**src/rtl/mult_pkg.sv**
```systemverilog
// Shared types and helpers for the iterative shift-add multiplier (mult_seq).
package mult_pkg;

    typedef enum logic [1:0] {
        IDLE = 2'd0,
        CALC = 2'd1,
        FIX  = 2'd2
    } state_t;

    // Counter must be able to hold the value WIDTH itself.
    function automatic int unsigned cnt_w(input int unsigned width);
        return $clog2(width + 1);
    endfunction

endpackage

```
**src/rtl/mult_sign_fix.sv**
```systemverilog
// Combinational conditional two's-complement negate, used for operand
// magnitudes and for correcting the sign of the final product.
module mult_sign_fix #(
    parameter int unsigned W = 32
) (
    input  logic [W-1:0] in,
    input  logic         neg,
    output logic [W-1:0] out
);

    always_comb begin
        out = in;
        if (neg) begin
            out = ~in + W'(1);
        end
    end

endmodule

```
**src/rtl/mult_seq.sv**
```systemverilog
// Iterative shift-add multiplier, signed/unsigned per operation, WIDTH+1 clock latency.
// Optional accumulate-into-z (MADD/MADDU style) when MULT_SEQ_MADD_EN is defined.
module mult_seq
    import mult_pkg::*;
#(
    parameter int unsigned WIDTH = 32
) (
    input  logic                 clk,
    input  logic                 reset,
    input  logic                 start,
    input  logic                 signed_mode,
    input  logic [WIDTH-1:0]     a,
    input  logic [WIDTH-1:0]     b,
`ifdef MULT_SEQ_MADD_EN
    input  logic                 acc_en,
`endif
    output logic                 busy,
    output logic                 done,
    output logic [2*WIDTH-1:0]   z
);

    localparam int unsigned CW = cnt_w(WIDTH);

    state_t             state_q, state_d;
    logic               sign_neg_q, sign_neg_d;
    logic [WIDTH-1:0]   mcand_q, mcand_d;
    logic [WIDTH-1:0]   acc_q, acc_d;
    logic [WIDTH-1:0]   mplier_q, mplier_d;
    logic [CW-1:0]      count_q, count_d;
    logic [2*WIDTH-1:0] z_q, z_d;
    logic               done_q, done_d;
`ifdef MULT_SEQ_MADD_EN
    logic               acc_en_q, acc_en_d;
`endif

    logic [WIDTH-1:0]   a_mag, b_mag;
    logic [2*WIDTH-1:0] result;
    logic [WIDTH:0]     addend, sum;

    // A most-negative operand negates to itself, which read unsigned is
    // exactly its magnitude 2^(WIDTH-1), so WIDTH bits suffice.
    mult_sign_fix #(.W(WIDTH)) u_fix_a (
        .in  (a),
        .neg (signed_mode & a[WIDTH-1]),
        .out (a_mag)
    );

    mult_sign_fix #(.W(WIDTH)) u_fix_b (
        .in  (b),
        .neg (signed_mode & b[WIDTH-1]),
        .out (b_mag)
    );

    mult_sign_fix #(.W(2*WIDTH)) u_fix_z (
        .in  ({acc_q, mplier_q}),
        .neg (sign_neg_q),
        .out (result)
    );

    always_comb begin
        state_d    = state_q;
        sign_neg_d = sign_neg_q;
        mcand_d    = mcand_q;
        acc_d      = acc_q;
        mplier_d   = mplier_q;
        count_d    = count_q;
        z_d        = z_q;
        done_d     = 1'b0;
`ifdef MULT_SEQ_MADD_EN
        acc_en_d   = acc_en_q;
`endif
        addend     = '0;
        sum        = '0;

        case (state_q)
            IDLE: begin
                if (start) begin
                    state_d    = CALC;
                    sign_neg_d = signed_mode & (a[WIDTH-1] ^ b[WIDTH-1]);
                    mcand_d    = a_mag;
                    mplier_d   = b_mag;
                    acc_d      = '0;
                    count_d    = '0;
`ifdef MULT_SEQ_MADD_EN
                    acc_en_d   = acc_en;
`endif
                end
            end

            CALC: begin
                // Add into the upper half with a carry bit, then shift the
                // {acc, mplier} pair right; the carry lands in acc's MSB.
                if (mplier_q[0]) begin
                    addend = {1'b0, mcand_q};
                end
                sum      = {1'b0, acc_q} + addend;
                acc_d    = sum[WIDTH:1];
                mplier_d = {sum[0], mplier_q[WIDTH-1:1]};
                count_d  = count_q + CW'(1);
                if (count_q == CW'(WIDTH - 1)) begin
                    state_d = FIX;
                end
            end

            FIX: begin
`ifdef MULT_SEQ_MADD_EN
                z_d = acc_en_q ? (z_q + result) : result;
`else
                z_d = result;
`endif
                done_d  = 1'b1;
                state_d = IDLE;
            end

            default: begin
                state_d = IDLE;
            end
        endcase
    end

    always_ff @(posedge clk or negedge reset) begin
        if (!reset) begin
            state_q    <= IDLE;
            sign_neg_q <= 1'b0;
            mcand_q    <= '0;
            acc_q      <= '0;
            mplier_q   <= '0;
            count_q    <= '0;
            z_q        <= '0;
            done_q     <= 1'b0;
`ifdef MULT_SEQ_MADD_EN
            acc_en_q   <= 1'b0;
`endif
        end else begin
            state_q    <= state_d;
            sign_neg_q <= sign_neg_d;
            mcand_q    <= mcand_d;
            acc_q      <= acc_d;
            mplier_q   <= mplier_d;
            count_q    <= count_d;
            z_q        <= z_d;
            done_q     <= done_d;
`ifdef MULT_SEQ_MADD_EN
            acc_en_q   <= acc_en_d;
`endif
        end
    end

    assign busy = (state_q != IDLE);
    assign done = done_q;
    assign z    = z_q;

endmodule
```
**config.mk**
```make
export PLATFORM = sky130hd
export DESIGN_NAME = mult_seq
export DESIGN_NICKNAME = d
export VERILOG_FILES = /design/src/rtl/mult_pkg.sv /design/src/rtl/mult_sign_fix.sv /design/src/rtl/mult_seq.sv
export SDC_FILE = /design/constraint.sdc
export NUM_CORES = 1
export LEC_CHECK = 0
export BUFFER_PORTS_ARGS = -buffer_cell sky130_fd_sc_hd__buf_2
export CORE_MARGIN = 2
export CORE_UTILIZATION = 55
export DETAILED_ROUTE_END_ITERATION = 6
export GPL_TIMING_DRIVEN = 1
export PLACE_DENSITY_LB_ADDON = 0.15
export SETUP_SLACK_MARGIN = 0.02
export SYNTH_ARGS = -nofsm -noshare
export SYNTH_HDL_FRONTEND = slang
export SYNTH_SLANG_ARGS = --single-unit
export TNS_END_PERCENT = 5
```
**constraint.sdc**
```tcl
create_clock -name clk -period 3.6 [get_ports clk]
set_input_delay 0.36 -clock clk [delete_from_list [all_inputs] [get_ports clk]]
set_output_delay 0.36 -clock clk [all_outputs]
set_load 0.01 [all_outputs]
```
== After elaboration in Yosys (flattened, before gate mapping) ==
Cells that the tools add are included.
Word-level totals
  RAM bits: 0
  word-level logic and storage cells: 46
  output and inout port bits: 66
  latch bits: 0
  memory bits (read-only): 0
  input bits: 68
  bits in registers: 170
  memories: 0
Operators by class
  add/sub/neg operators: 5
  reductions and logical operators: 6
  bitwise gates (word level): 7
  muxes and demuxes: 15
  equal/unequal tests: 5
  multipliers: 0
  divide/modulo/power cells: 0
  shifts and indexed selects: 0
  $lt $le $gt $ge: 0
Operator list (number)
  32-bit 2-to-1 mux: 5
  32-bit case mux with 2 select lines: 2
  32-bit by 1-bit adder with 32-bit output (second input constant): 2
  64-bit by 1-bit adder with 64-bit output (second input constant): 1
  64-bit 2-to-1 mux: 1
  32-bit NOT: 2
  64-bit NOT: 1
  32-bit by 33-bit adder with 33-bit output: 1
  33-bit 2-to-1 mux: 1
  6-bit case mux with 2 select lines: 1
  6-bit by 1-bit adder with 6-bit output (second input constant): 1
  6-bit by 5-bit equality test with 1-bit output (second input constant): 1
  6-bit 2-to-1 mux: 1
  2-bit AND reduction: 3
  2-bit 2-to-1 mux: 2
  2-bit != test (second input constant): 2
  2-bit case mux with 2 select lines: 1
  2-bit nonzero test: 2
  1-bit bitwise AND: 3
  2-bit by 1-bit equality test with 1-bit output (second input constant): 1
  2-bit equality test (second input constant): 1
  2-bit logical NOT: 1
  1-bit 2-to-1 mux: 1
  1-bit XOR: 1

== Longest topological paths before layout ==
Gate-level depths: netlist (run 1).
  word-level depth: 5
  depth in mapped cells: 13
  depth with buffers taken out: 12

== Modules after synthesis ==
Synthesis (run 1) repeated with hierarchy kept, for this count alone.
Unflattened totals
  cell total of the unflattened synthesis: 1315
  area, all modules: 12131.6 um^2
By module, submodules not included
  mult_seq: area each 8928.6 um^2, cells each 911, instances 1, sequential area each 4254.1 um^2
  mult_sign_fix (u_fix_z): area each 1649.1 um^2, cells each 206, instances 1, sequential area each 0.0 um^2
  mult_sign_fix (u_fix_a ...): area each 777.0 um^2, cells each 99, instances 2, sequential area each 0.0 um^2

== Least setup slack after synthesis (run 1) ==
No wires, ideal clock.
  path kind: register to register
  start point: reg mplier_q[0]
  end point: reg acc_q[25]
  cell stages (with the launch flop): 13
  data arrival time: 2821 ps
  setup slack: 655 ps
  setup time: 124 ps
  data required time: 3476 ps
  path through: dfrtp_1 -> clkbuf_1 -> and2_1 -> ha_1 -> inv_1 -> fa_1 -> nor2b_1 -> o31a_1 -> a41oi_1 -> a21oi_1 -> o41ai_1 -> o21ai_0 -> a211o_1
On the way
  word-level cells in the longest chain between the ends: 4
Ends and longest elaborated chain
  from (decl): line mult_seq.sv:28  | logic [WIDTH-1:0] mplier_q, mplier_d;
  from (signal assigned): line mult_seq.sv:139  | mplier_q <= mplier_d;
  32-bit 2-to-1 mux: line mult_seq.sv:93  | if (mplier_q[0]) begin
  33-bit 2-to-1 mux: line mult_seq.sv:75  | case (state_q)
  32-bit by 33-bit adder with 33-bit output: line mult_seq.sv:96  | sum = {1'b0, acc_q} + addend;
  32-bit case mux with 2 select lines: line mult_seq.sv:75
  to (signal assigned): line mult_seq.sv:126  | acc_q <= '0;
  to (signal assigned): line mult_seq.sv:138  | acc_q <= acc_d;
  to (decl): line mult_seq.sv:27  | logic [WIDTH-1:0] acc_q, acc_d;
No other way between the ends. The select of a mux whose other input is x is not followed.
A chain may end at the register's enable or synchronous reset.

== Worst setup path in the final report (run 1) ==
Ends and elaborated chain as after synthesis.

==> results.cfg, run 1 <==
[critical_path]
rr_endpoint = acc_q[25]
cp.required_ns = 3.91
r2r_start = mplier_q[0]
crit_path_start_kind = register
rrSetupSlack_ns = 0.37
critPathArrivalTime_ns = 3.54
crit_fanout = 33
end_kind = register
reg2reg_depth = 13
path_class = reg2reg

[pwr]
total_power_uw = 8900
p_per_area_nw_per_um2 = 713
ir_drop_uv = 420
p_leak_uw = 0.00537

[flow_run]
cap_violations = 0

[clock_network]
htreeDepth = 4
root_buffer = clkbuf_16
post_cts_buffers = 0
cts_sinks = 170
cts_tree = yes
clkLatencyLatePin_ns = 0.43
cts.reportedPaths.clkPinSlew_ns = 0.07
numCtsBuffers = 17
clockBufferDepth = 2

[timing]
slew_headroom_pct = 38.0
min_period_ns = 3.23
fin_tns_setup_ns = 0
finalCritPeriodShare_pct = 89.8
rsz0062_at_grt = false
worstMarginPinSlew_ns = 0.930
whs_ns = 0.00343
hold_violations = 0
finalSetupViolations = 0
fin_worst_skew_ns = 0.00800
fmaxAchievable_mhz = 309
slew_viol_final = 0

[hold_path]
hold_class = in2async

[synth]
ys_warn_count = 0
yosysTopAreaCell = dfrtp_1
yosysSeqAreaShare_pct = 38.6
ys_seq_elements = 170
netlist_area_um2 = 11000
syn-num-nets = 1402
synthFlopType = dfrtp_1
syn-instance-count = 1297
synth_edf_count = 0
synth_top_area_share_pct = 38.6
async_reset_ff_share_pct = 100
synth.avg_cell_area_um2 = 8.50
synth.area.top_cells = dfrtp_1 39%, o21ai_0 8.8%, xor2_1 8.1%
ys_types = 66

[floorplan]
die-area_um2 = 21200
ioPinCount = 134
dieHeight_um = 146
placeableCoreArea_um2 = 19600
die_x_um = 146
start_util_pct = 56.2
std_cell_rows = 51

[cells_and_area]
final_common_cell = nand2_1
syn_to_final_growth_pct = 13.3
fin_cells = 1665
nFillCells = 1756
final_cell_mix = 199 x nand2_1, 194 x o21ai_0, 169 x dfrtp_1
drive_gt1_share_pct = 14.8
fin_area_um2 = 12500
nNetsFinal = 1491

[drt]
dr.pass1.iters = 5
avgViaCountPerCell = 5.87
num_vias = 9775
ant_nets = 0
drc_errors = 0
wl_per_cell_um = 16.5
drt-total-wl_um = 27400
drt_iter0_markers = 707

[global_routing]
grt_max_degree = 103
grt_pass1_vias = 9064
grtUsageTotal_pct = 26.5
antenna_found_initial = 0
overflow = 0
grt_pass1_wl_um = 46100

[place]
hpwl_um = 20300
dpl.cell_count = 1632
portBuffers = 133
gp_congestion = 0.912
place_area_um2 = 11900

[outcome]
status = completed
Yosys cell counts, drive strengths merged (4+ instances only):
cell type,instances
or3,7
o31ai,34
xnor2,38
a31oi,7
o31a,4
a21o,10
nor2,63
dfrtp,170
xor2,102
and2,37
buf,5
nand3,33
nor3b,7
o21a,5
or2,5
o21ai,200
o41ai,20
a22oi,30
nand2,200
inv,23
ha,36
nor3,26
a21oi,54
mux2i,5
nor2b,4
nand2b,7
nor4,19
and3,8
clkbuf,73
nand4,5
a211oi,5
o211ai,4
or4,16
routing by layer:
metal	GRT usage (%)	routed length (um)
met1	40.0	13200
met2	39.6	12200
met3	3.51	1430
met4	8.24	579
met5	0	0
final cells by class:
cell class	instances	area, um^2	area share [%]
antenna	1	2.50	0.0201
clock buffer	23	488	3.91
clock inverter	9	113	0.902
inverter	23	86.3	0.692
multi-input combinational	1026	6410	51.3
sequential	170	4260	34.1
tap	265	332	2.66
timing repair buffer	148	797	6.39
critical path: stages (launching register included):
cell	delay (ns)
dfrtp_1	0.42
buf_12	0.19
and2_1	0.16
ha_1	0.19
inv_1	0.06
fa_1	0.39
nor2b_1	0.16
o31a_1	0.18
a41oi_1	0.18
a21oi_1	0.38
o41ai_2	0.16
o21ai_0	0.25
nor4_1	0.08
a211o_1	0.30
worst max-delay path by stage:
| stage | cells after the start | endpoint | slack [ns] | startpoint |
|---|---|---|---|---|
| floorplan | 12 | acc_q[25] | 0.65 | mplier_q[0] |
| global placement | 12 | acc_q[25] | 0.41 | mplier_q[0] |
| global route | 13 | acc_q[25] | 0.07 | mplier_q[0] |
| CTS | 13 | acc_q[25] | 0.25 | mplier_q[0] |
| finish | 13 | acc_q[25] | 0.37 | mplier_q[0] |
| detailed placement | 13 | acc_q[25] | 0.30 | mplier_q[0] |
registers in the layout, summed over array words and instances, names as in the netlist:
signal and flops:
mcand_q 32, count_q 6, state_q 2, done 1
acc_q 32, mplier_q 32, z 64, sign_neg_q 1
per-stage QoR:
stage                     setup slack (ns)  util [%]
after global placement               0.414      60.6
after global routing                0.0725      63.7
final                                0.368      63.7
after CTS                            0.246      63.7
after detailed placement             0.302      60.6
after floorplan                      0.655         -
cell families after synthesis:
family,count (synthesis),synth area share [%]
and+or+nand+nor,446,20.0
muxes,5,0.454
DFF,170,38.6
AOI/OAI and AO/OA,398,22.0
adders and majority gates,37,4.27
buffers and inverters,101,3.51
xor gates and xnor gates,140,11.1
report_power, final:
group	total, uW	switching (uW)	internal, uW
combinational	3750	2110	1630
clock	1870	774	1100
sequential	3270	837	2440
total	8900	3730	5170
timing repair:
| item | in CTS | in global routing |
|---|---|---|
| setup endpoints to repair | 0 | 1 |
| resized for setup | 0 | 1 |
| hold buffers | 0 | 0 |
Power figures use the tool's default switching activity.
==> run 2, diff against run 1 <==
==> constraint.sdc (replaced) <==
create_clock -name clk -period 3.8 [get_ports clk]
set_input_delay 0.38 -clock clk [delete_from_list [all_inputs] [get_ports clk]]
set_output_delay 0.38 -clock clk [all_outputs]
set_load 0.01 [all_outputs]
==> run 2 against run 1 <==
Against the previous run:
- the run now ends with hold timing left
- global-route usage is 0.65 points lower
- register-to-register slack better by 0.11 ns
- cell count decreased by 0.18%
- die area did not move
- clock skew grew 0.0012 ns
- critical endpoint unchanged
- largest power group unchanged
==> results.cfg, run 2 (synthesis gave the netlist of run 1 again) <==
[pwr]
swShare_pct = 42.3
p_int_uw = 4830
p_clk_share_pct = 20.8
p_leak_uw = 0.00533
p_switching_uw = 3530
ir_drop_uv = 388
p_seq_share_pct = 37.8
combinationalPowerShare_pct = 41.5
p_per_area_nw_per_um2 = 673

[timing]
fin_worst_skew_ns = 0.00918
min_period_ns = 3.33
slew_viol_final = 0
finalSetupViolations = 0
worstMarginPinSlew_ns = 1.04
rsz0062_at_grt = false
fmaxAchievable_mhz = 301
hold_violations = 15
slew_headroom_pct = 30.5
whs_ns = -0.0110
fin_tns_setup_ns = 0
finalCritPeriodShare_pct = 87.5

[global_routing]
grt_max_degree = 88
grt_pass1_wl_um = 44800
antenna_found_initial = 1
overflow = 0
grt_busiest_layer = met1
met3_usage_pct = 3.89
use_met1_pct = 38.6
grt_pass1_vias = 8900
gr-usage-met2_pct = 38.4
grtUsageTotal_pct = 25.8

[cells_and_area]
largest_reg_flops = 64
drive_gt1_share_pct = 14.8
syn_to_final_growth_pct = 12.8
fin_cells = 1662
nFillCells = 1769
final_util_pct = 63.4
final_cell_mix = 199 x nand2_1, 194 x o21ai_0, 168 x dfrtp_1
final_common_cell = nand2_1
nNetsFinal = 1488

[clock_network]
clockBufferDepth = 2
cts.reportedPaths.clkPinSlew_ns = 0.07
clkLatencyLatePin_ns = 0.43
cts_tree = yes
htreeDepth = 4
cts_sinks = 170
ctsResizeCount = 0
root_buffer = clkbuf_16
numCtsBuffers = 17
post_cts_buffers = 0
postCtsHoldBufs = 0

[flow_run]
cap_violations = 0

[drt]
wl_per_cell_um = 16.1
ant_nets = 0
drt-total-wl_um = 26800
dr.pass1.iters = 5
num_vias = 9683
drt_iter0_markers = 769
drc_errors = 0
avgViaCountPerCell = 5.83

[critical_path]
reg2reg_depth = 11
slowest_stage = dfrtp_2
rrSetupSlack_ns = 0.47
crit_path_max_incr_delay_ns = 0.58
end_kind = register
crit_chain = and2_1 > ha_1 > inv_1 > fa_1 > nor2b_1 > o31a_1 > a41oi_1 > a21oi_1 > o41ai_1 > o21ai_0 > a211o_1
path_delay_family = compound AO/OA/AOI/OAI gates
worst-path-buf-inv = 1
cp.required_ns = 4.12
crit_fanout = 34
crit_path_start_kind = register
path_class = reg2reg
cp.depth = 11
critPathArrivalTime_ns = 3.64

[outcome]
status = complete, but fails checks
violations = hold timing

[floorplan]
start_util_pct = 56.2
dieHeight_um = 146
placeableCoreArea_um2 = 19600
ioPinCount = 134
std_cell_rows = 51
die_x_um = 146
die-area_um2 = 21200

[place]
dpl.cell_count = 1629
gp_congestion = 0.897
hpwl_um = 20100
portBuffers = 133

[hold_path]
hold_class = in2async
-- run 2: changes by cell type in the layout (fill, tap and decap cells not counted), sizes merged --
| cell | change |
|---|---|
| clkbuf | -5 |
| buf | -3 |
| clkinvlp | +2 |
| inv | +2 |
| clkinv | +1 |
-- run 2: worst paths after layout --
| path | start | to |
|---|---|---|
| hold / removal | reset | z[13] |
| max in group asynchronous | reset | mplier_q[0] |
| setup reg to reg | mplier_q[0] | acc_q[25] |
| min in group clk | b[31] | mplier_q[31] |
| setup / recovery | mplier_q[0] | acc_q[25] |
| hold reg to reg | z[43] | z[43] |
-- run 2: final cells by class --
class,instances,area [um^2],share of cell area [%]
Tap cell,265,332,2.67
Clock inverter,14,146,1.18
Timing Repair Buffer,145,762,6.13
Sequential cell,170,4260,34.3
Clock buffer,18,439,3.53
Antenna cell,1,2.50,0.0201
Multi-Input combinational cell,1026,6400,51.5
Inverter,23,86.3,0.695
-- run 2: power by group through the flow --
stage                     Sequential, uW  Combinational, uW  Clock (uW)
final                               3160               3460        1740
after global placement              3140               3340           0
after CTS                           3130               3450        1760
after detailed placement            3160               3430           0
after global routing                3250               3920        1840
after floorplan                     2810               2850           0
-- run 2: routing by layer --
metal  up-vias  part of all wire (%)
li1       4829                     -
met1      4535                    49
met2       280                    44
met3        39                   4.9
met4         0                   2.3
met5         -                     0
-- run 2: per-stage QoR --
step | setup slack (ns) | total power (uW) | cell area [um^2]
6_report | 0.473 | 8360 | 12400
4_1_cts | 0.220 | 8350 | 12400
3_5_place_dp | 0.231 | 6590 | 11800
2_1_floorplan | 0.855 | 5660 | 11000
3_3_place_gp | 0.308 | 6480 | 11800
5_1_grt | 0.150 | 9010 | 12400
